File: src/rtl/ndma_pkg.sv
// ndma_pkg: shared types and constants for the NanoDMA transfer sequencer.
//   xfer_state_t     : sequencer state encoding (6 states, 3 bits)
//   ADDR_INC_DEFAULT : default byte stride per 32-bit word
package ndma_pkg;

  localparam int unsigned ADDR_INC_DEFAULT = 4;

  typedef enum logic [2:0] {
    S_IDLE    = 3'd0,
    S_RD_REQ  = 3'd1,
    S_RD_WAIT = 3'd2,
    S_WR_REQ  = 3'd3,
    S_WR_WAIT = 3'd4,
    S_FINISH  = 3'd5
  } xfer_state_t;

endpackage

File: src/rtl/ndma_xfer_ctrl.sv
// ndma_xfer_ctrl: single-channel NanoDMA transfer sequencer.
// Walks a descriptor word by word: read request -> capture word in a
// one-word buffer -> write request -> advance addresses / count.
// Ports:
//   clk_i, rst_i (async, active-high)
//   start_i, abort_i, src_addr_i, dst_addr_i, len_i, src_inc_i, dst_inc_i : descriptor / control
//   rd_req_o, rd_addr_o, rd_valid_i, rd_data_i                            : read manager
//   wr_req_o, wr_addr_o, wr_data_o, wr_done_i                             : write manager
//   busy_o, done_o, aborted_o, irq_o, irq_clr_i                           : status / interrupt
module ndma_xfer_ctrl
  import ndma_pkg::*;
#(
  parameter int LEN_W    = 16,
  parameter int ADDR_INC = ADDR_INC_DEFAULT
) (
  input  logic             clk_i,
  input  logic             rst_i,
  input  logic             start_i,
  input  logic             abort_i,
  input  logic [31:0]      src_addr_i,
  input  logic [31:0]      dst_addr_i,
  input  logic [LEN_W-1:0] len_i,
  input  logic             src_inc_i,
  input  logic             dst_inc_i,
  output logic             rd_req_o,
  output logic [31:0]      rd_addr_o,
  input  logic             rd_valid_i,
  input  logic [31:0]      rd_data_i,
  output logic             wr_req_o,
  output logic [31:0]      wr_addr_o,
  output logic [31:0]      wr_data_o,
  input  logic             wr_done_i,
  output logic             busy_o,
  output logic             done_o,
  output logic             aborted_o,
  output logic             irq_o,
  input  logic             irq_clr_i
);

  localparam logic [31:0] INC32 = 32'(ADDR_INC);

  xfer_state_t      state_q, state_d;
  logic [31:0]      cur_src_q, cur_src_d;
  logic [31:0]      cur_dst_q, cur_dst_d;
  logic [LEN_W-1:0] remaining_q, remaining_d;
  logic [31:0]      buf_q, buf_d;
  logic             abort_pend_q, abort_pend_d;
  logic             aborted_q, aborted_d;
  logic             irq_q, irq_d;

  logic last_word;
  logic abort_now;

  assign last_word = (remaining_q == LEN_W'(1));
  // An abort arriving in the same cycle as wr_done_i still ends the transfer
  // after the word that just completed.
  assign abort_now = abort_pend_q | abort_i;

  // State and datapath registers
  always_ff @(posedge clk_i or posedge rst_i) begin
    if (rst_i) begin
      state_q      <= S_IDLE;
      cur_src_q    <= '0;
      cur_dst_q    <= '0;
      remaining_q  <= '0;
      buf_q        <= '0;
      abort_pend_q <= 1'b0;
      aborted_q    <= 1'b0;
      irq_q        <= 1'b0;
    end else begin
      state_q      <= state_d;
      cur_src_q    <= cur_src_d;
      cur_dst_q    <= cur_dst_d;
      remaining_q  <= remaining_d;
      buf_q        <= buf_d;
      abort_pend_q <= abort_pend_d;
      aborted_q    <= aborted_d;
      irq_q        <= irq_d;
    end
  end

  // Next-state logic
  always_comb begin
    state_d = state_q;
    case (state_q)
      S_IDLE:    if (start_i) state_d = (len_i == '0) ? S_FINISH : S_RD_REQ;
      S_RD_REQ:  state_d = S_RD_WAIT;
      S_RD_WAIT: if (rd_valid_i) state_d = S_WR_REQ;
      S_WR_REQ:  state_d = S_WR_WAIT;
      S_WR_WAIT: if (wr_done_i) state_d = (last_word || abort_now) ? S_FINISH : S_RD_REQ;
      S_FINISH:  state_d = S_IDLE;
      default:   state_d = S_IDLE;
    endcase
  end

  // Datapath / status register updates
  always_comb begin
    cur_src_d    = cur_src_q;
    cur_dst_d    = cur_dst_q;
    remaining_d  = remaining_q;
    buf_d        = buf_q;
    abort_pend_d = abort_pend_q;
    aborted_d    = aborted_q;
    irq_d        = irq_q;

    if (state_q == S_IDLE && start_i) begin
      cur_src_d   = src_addr_i;
      cur_dst_d   = dst_addr_i;
      remaining_d = len_i;
      aborted_d   = 1'b0;
    end

    if (state_q == S_RD_WAIT && rd_valid_i) buf_d = rd_data_i;

    if (state_q == S_WR_WAIT && wr_done_i) begin
      // Guard keeps the counter from wrapping even if wr_done_i misbehaves.
      if (remaining_q != '0) remaining_d = remaining_q - LEN_W'(1);
      if (src_inc_i) cur_src_d = cur_src_q + INC32;
      if (dst_inc_i) cur_dst_d = cur_dst_q + INC32;
    end

    if (state_q != S_IDLE && abort_i) abort_pend_d = 1'b1;

    // FINISH wins over a clear on both abort_pend and irq.
    if (state_q == S_FINISH) begin
      abort_pend_d = 1'b0;
      aborted_d    = abort_pend_q;
      irq_d        = 1'b1;
    end else if (irq_clr_i) begin
      irq_d = 1'b0;
    end
  end

  // Outputs
  always_comb begin
    rd_req_o = (state_q == S_RD_REQ);
    wr_req_o = (state_q == S_WR_REQ);
    busy_o   = (state_q != S_IDLE);
    done_o   = (state_q == S_FINISH);
  end

  // Buffer drives wr_data_o directly so it stays stable through WR_WAIT.
  assign rd_addr_o = cur_src_q;
  assign wr_addr_o = cur_dst_q;
  assign wr_data_o = buf_q;
  assign aborted_o = aborted_q;
  assign irq_o     = irq_q;

endmodule

File: config.mk
export PLATFORM = sky130hd
export DESIGN_NAME = ndma_xfer_ctrl
export DESIGN_NICKNAME = d
export VERILOG_FILES = /design/src/rtl/ndma_pkg.sv /design/src/rtl/ndma_xfer_ctrl.sv
export SDC_FILE = /design/constraint.sdc
export NUM_CORES = 1
export LEC_CHECK = 0
export BUFFER_PORTS_ARGS = -buffer_cell sky130_fd_sc_hd__buf_2
export CORE_ASPECT_RATIO = 1.75
export CORE_MARGIN = 4
export CORE_UTILIZATION = 50
export CTS_CLUSTER_SIZE = 40
export DETAILED_ROUTE_END_ITERATION = 12
export PLACE_DENSITY = 0.82
export SYNTH_ARGS = -nofsm -noshare
export SYNTH_HDL_FRONTEND = slang
export SYNTH_SLANG_ARGS = --single-unit
File: constraint.sdc
create_clock -name clk_i -period 3.77 [get_ports clk_i]
set_input_delay 0.377 -clock clk_i [delete_from_list [all_inputs] [get_ports clk_i]]
set_output_delay 0.377 -clock clk_i [all_outputs]
set_load 0.01 [all_outputs]
# --- After elaboration in Yosys (flattened, before gate mapping) ---
# Cells that the tools add are included.
word_totals:
  out_inout_bits: 102
  regBits: 118
  in_bits: 121
op_classes:
  reduce_logical: 13
  mux: 21
  n_addsub: 3
  eq_ne: 9
  bitwise: 1
op_table:
  columns: ["operator", "n"]
  rows:
  - ["$mux W32", 6]
  - ["$add A32 B3 Y32 const B", 2]
  - ["$mux W16", 3]
  - ["$eq A16 B1 Y1 const B", 1]
  - ["$logic_not A16 Y1", 1]
  - ["$reduce_bool A16 Y1", 1]
  - ["$sub A16 B1 Y16 const B", 1]
  - ["$mux W3", 5]
  - ["$pmux W3 S5", 1]
  - ["$eq A3 B2 Y1 const B", 2]
  - ["$eq A3 B3 Y1 const B", 2]
  - ["$mux W1", 6]
  - ["$ne A2 B2 Y1 const B", 3]
  - ["$reduce_bool A2 Y1", 3]
  - ["$logic_and A1 B1 Y1", 4]
  - ["$eq A3 B1 Y1 const B", 1]
  - ["$logic_not A3 Y1", 1]
  - ["$reduce_and A3 Y1", 1]
  - ["$reduce_bool A3 Y1", 1]
  - ["$logic_or A1 B1 Y1", 1]
  - ["$or A1 B1 Y1", 1]

# --- Logic depth before layout (Yosys ltp) ---
logic_depth:
  depth_word: 5
  ltp_mapped: 9
  depth_no_buf: 7

# --- Worst setup path before layout ---
# OpenSTA, ideal clock, no wires.
synth_timing:
  kind: "register to register"
  startpoint: "register remaining_q[0]"
  endpoint: "register remaining_q[1]"
  required_ns: 3.646
  arrival_time_ns: 2.208
  stages_incl_launch_ff: 10
  path_slack_ns: 1.438
  n_path_buf: 2
  period_less_slack_ns: 2.332
  cell_sequence: "dfrtp_1 inv_1 ha_1 or4b_1 or4_4 and2_4 buf_6 buf_8 a211oi_2 a21oi_1"
synth_via:
  elab_chain_cells: 3
  elab_cells_between_ends: 4
synth_rtl:
  columns: ["element", "line", "source"]
  rows:
  - ["start, declared", "ndma_xfer_ctrl.sv:45", "logic [LEN_W-1:0] remaining_q, remaining_d;"]
  - ["start signal, assigned", "ndma_xfer_ctrl.sv:74", "remaining_q <= remaining_d;"]
  - ["$sub A16 B1 Y16 / $reduce_bool A16 Y1 (equally long branches)", "ndma_xfer_ctrl.sv:117", "if (remaining_q != '0) remaining_d = remaining_q - LEN_W'(1);"]
  - ["$mux W16 *", "ndma_xfer_ctrl.sv:117", null]
  - ["$mux W16 *", "ndma_xfer_ctrl.sv:115", "if (state_q == S_WR_WAIT && wr_done_i) begin"]
  - ["via remaining_d[1]", "ndma_xfer_ctrl.sv:45", null]
# The timed path passes the listed nets; every way through them passes the cells marked *.
# A chain may end at the register's enable or synchronous reset.

# --- Final worst setup path ---
layout_timing:
  startpoint: "register remaining_q[0]"
  endpoint: "register remaining_q[5]"
# Same word-level chain as after synthesis.

==> reports/results.md <==
## Place
• **placed wire-length estimate after detailed placement** 14000 um
• **count of input and output buffers** 222
• **Worst Setup Slack post-DPL** 1.04 ns
• **final weighted congestion of routability-driven global placement** 0.933

## Min path
• **worst min-delay path category** in -> async

## Timing
• **measured slew at the worst slew-check pin** 0.845 ns
• **setup repair after global routing missed its margin** no
• **final worst-path cycle share** 0.727
• **worst hold slack** 0.111 ns
• **final critical delay including setup and external delays** 2.74 ns
• **number of pins with negative max-slew slack in the final report** 0
• **final-report hold violation count** 0
• **PnR worst setup slack** 1.03 ns
• **tightest slew margin relative to the limit** 0.437
• **Fmax** 365 MHz
• **Setup TNS** 0 ns
• **clock tree skew after final layout** 0.00932 ns
• **# setup viols final** 0

## Layout
• **number of nets at the end of the flow** 999
• **commonest cells after routing, fill and taps aside** sky130_fd_sc_hd__buf_2, sky130_fd_sc_hd__dfrtp_1, sky130_fd_sc_hd__nor2_1
• **FILL cells** 986
• **synthesis-to-finish area growth** 30.3%
• **most common library cell in the layout ignoring fill and taps** sky130_fd_sc_hd__buf_2
• **fraction of layout instances using a drive strength above 1** 0.363
• **diode count** 0

## Synthesis
• **combined area of all synthesized cells** 6250 um^2
• **count of synthesis-stage warnings from yosys** 0
• **portion of the post-synthesis area used by sequential elements** 0.472
• **most instantiated flip-flop cell in the synthesis netlist** sky130_fd_sc_hd__dfrtp_1
• **number of distinct library cell variants in the gate-level netlist after synthesis** 62
• **Mean Syn Cell Area** 9.41 um^2
• **synthesized netlist net count** 789
• **fraction of synthesis flops using an asynchronous set or reset pin** 1.00
• **EDFF count, synth** 0
• **cells after synthesis** 664
• **number of synthesized register bits** 118

## CTS
• **post_cts resized** 0
• **number of hold buffers added after cts** 0
• **clock slew at reported path FFs** 0.06 ns
• **number of clock buffers inserted by TritonCTS** 17
• **Max clock buf depth** 2
• **clk_lat worst skew** 0.42 ns
• **H-tree depth reported by CTS** 4
• **count of clock tree sinks** 118
• **Root Driver** sky130_fd_sc_hd__clkbuf_16
• **clock tree from TritonCTS** built
• **Post-CTS Setup Inserts** 0

## Die
• **die footprint** 14400 um^2
• **Die W** 92.5 um
• **initial cell density of the core** 0.515
• **placement row count** 53
• **placeable core region** 12100 um^2
• **number of primary I/O pins** 223
• **die height** 156 um

## Detailed routing
• **number of design-rule violations left by the first detailed-router iteration** 312
• **vias post-DR** 6297
• **detailed-router iteration count before antenna repair** 6
• **WL per Instance** 18.4 um
• **total routed wirelength** 19400 um
• **post-route ant nets** 0
• **post-detailed-route DRC marker count** 0
• **via density per instance** 5.99

## GRT
• **total global routing track utilization** 0.264
• **initial antenna violation count** 1
• **wire length of the first global-routing pass** 30100 um
• **final global-route overflow total** 0
• **number of global-route vias before repair** 6159
• **largest net degree at the start of global routing** 62

## Power and ir drop
• **Cell Pwr Density** 869 nW/um^2
• **part of the power in the clock network** 0.242
• **Internal Dissipation** 4.20 mW
• **Total Power Consumption** 7.08 mW
• **switching share of total power** 0.406
• **static power due to leakage** 3.57 nW
• **switching power of the nets** 2.87 mW
• **portion of total power attributed to combinational logic** 0.389
• **relative contribution of sequential cells to total power** 0.369
• **VDD IR-drop max** 416 uV

## Critical path
• **startpoint kind of the worst setup timing path** flip-flop
• **data arrival time of the worst path** 3.04 ns
• **list of cells traversed by the critical path** inv_1 -> ha_1 -> or4b_1 -> or4_4 -> a21oi_2 -> o21ba_2 -> o221a_2
• **worst setup path category** reg -> reg
• **crit end category** flip-flop
• **slowest CP cell** sky130_fd_sc_hd__or4_4
• **required arrival time at the worst endpoint** 4.07 ns
• **largest fanout on the critical path** 13
• **stage delay of the slowest cell on the critical path** 0.51 ns

## Run
• **count of maximum capacitance violations** 0

## Status
• **run status** finished, final reports clean

-- metrics by stage --
| stage | utilization | cells | instance area [um^2] |
|---|---|---|---|
| 6_report | 0.671 | 1052 | 8140 |
| 2_1_floorplan | - | 664 | 6250 |
| 4_1_cts | 0.671 | 1052 | 8140 |
| 3_3_place_gp | 0.620 | 1020 | 7520 |
| 3_5_place_dp | 0.620 | 1020 | 7520 |
| 5_1_grt | 0.671 | 1052 | 8140 |
-- worst paths after layout --
check,slack [ns],end,startpoint,depth (start not counted)
worst min register to register,0.47,wr_addr_o[0],wr_addr_o[0],2
min in group clk_i,0.15,rd_addr_o[1],src_addr_i[1],3
worst max-delay path,1.03,remaining_q[5],remaining_q[0],7
max in group asynchronous,2.85,rd_addr_o[13],rst_i,3
worst max register to register,1.03,remaining_q[5],remaining_q[0],7
worst min-delay path,0.11,wr_data_o[4],rst_i,2
-- worst max-delay path, delay by kind of cell (launching register included) --
| kind | cells | cell delay, ns |
|---|---|---|
| adder cells (fa/ha/maj) | 1 | 0.20 |
| flip-flops | 1 | 0.44 |
| AND/OR/NAND/NOR | 2 | 0.95 |
| AO/OA/AOI/OAI | 3 | 0.96 |
| buffers and inverters | 1 | 0.08 |
-- area by class of cell --
class                           count  area, um^2  area share
Clock buffer                       17         425      0.0522
Sequential cell                   118        2950       0.363
Timing Repair Buffer              229        1190       0.146
Tap cell                          165         206      0.0254
Inverter                           14        55.1     0.00676
Multi-Input combinational cell    494        3120       0.383
Clock inverter                     15         194      0.0238
-- power by group through the flow --
stage,Combinational [mW],Clock [mW],Sequential [mW]
5_1_grt,3.02,1.80,2.70
4_1_cts,2.77,1.73,2.59
6_report,2.76,1.71,2.61
3_3_place_gp,2.69,0,2.57
3_5_place_dp,2.76,0,2.60
2_1_floorplan,1.56,0,2.66
-- cell families after synthesis --
| logic type | Yosys count | synth area share |
|---|---|---|
| mux | 34 | 0.0609 |
| fa+ha+maj | 4 | 0.00801 |
| compound gates | 157 | 0.182 |
| simple gates | 295 | 0.235 |
| xor+xnor | 4 | 0.00561 |
| buf+inv | 52 | 0.0352 |
| flops | 118 | 0.472 |
-- state kept, by name (all words and copies together) (netlist names) --
register      flops
wr_data_o        32
irq_o             1
rd_addr_o        32
aborted_o         1
remaining_q      16
abort_pend_q      1
wr_addr_o        32
state_q           3
-- layer usage --
| metal | routed length, um | GRT usage | up-vias |
|---|---|---|---|
| met5 | 13 | 0 | - |
| met4 | 676 | 0.125 | 2 |
| met3 | 1460 | 0.0560 | 57 |
| met2 | 10300 | 0.481 | 329 |
| met1 | 6960 | 0.289 | 2999 |
| li1 | - | - | 2910 |
-- synthesized netlist by cell type (5+ instances only) --
library cell,number,area (um^2)
sky130_fd_sc_hd__mux2_2,32,360
sky130_fd_sc_hd__dfrtp_1,118,2950
sky130_fd_sc_hd__a211oi_1,19,143
sky130_fd_sc_hd__nor2_1,96,360
sky130_fd_sc_hd__a311oi_1,19,166
sky130_fd_sc_hd__a21oi_1,34,170
sky130_fd_sc_hd__o21ai_0,18,90.1
sky130_fd_sc_hd__nor3b_1,5,37.5
sky130_fd_sc_hd__nor3_1,28,140
sky130_fd_sc_hd__or3_1,11,68.8
sky130_fd_sc_hd__o22ai_1,12,75.1
sky130_fd_sc_hd__nand3_1,29,145
sky130_fd_sc_hd__nand4_1,20,125
sky130_fd_sc_hd__o21a_1,7,52.6
sky130_fd_sc_hd__nor4_1,12,75.1
sky130_fd_sc_hd__o21ba_2,6,60.1
sky130_fd_sc_hd__nand2_1,55,206
sky130_fd_sc_hd__clkbuf_1,29,109
sky130_fd_sc_hd__inv_1,14,52.6
sky130_fd_sc_hd__and4_1,5,43.8
sky130_fd_sc_hd__o221a_2,7,78.8
sky130_fd_sc_hd__and3_1,12,75.1
No activity file was read; power rests on OpenSTA's default activity.
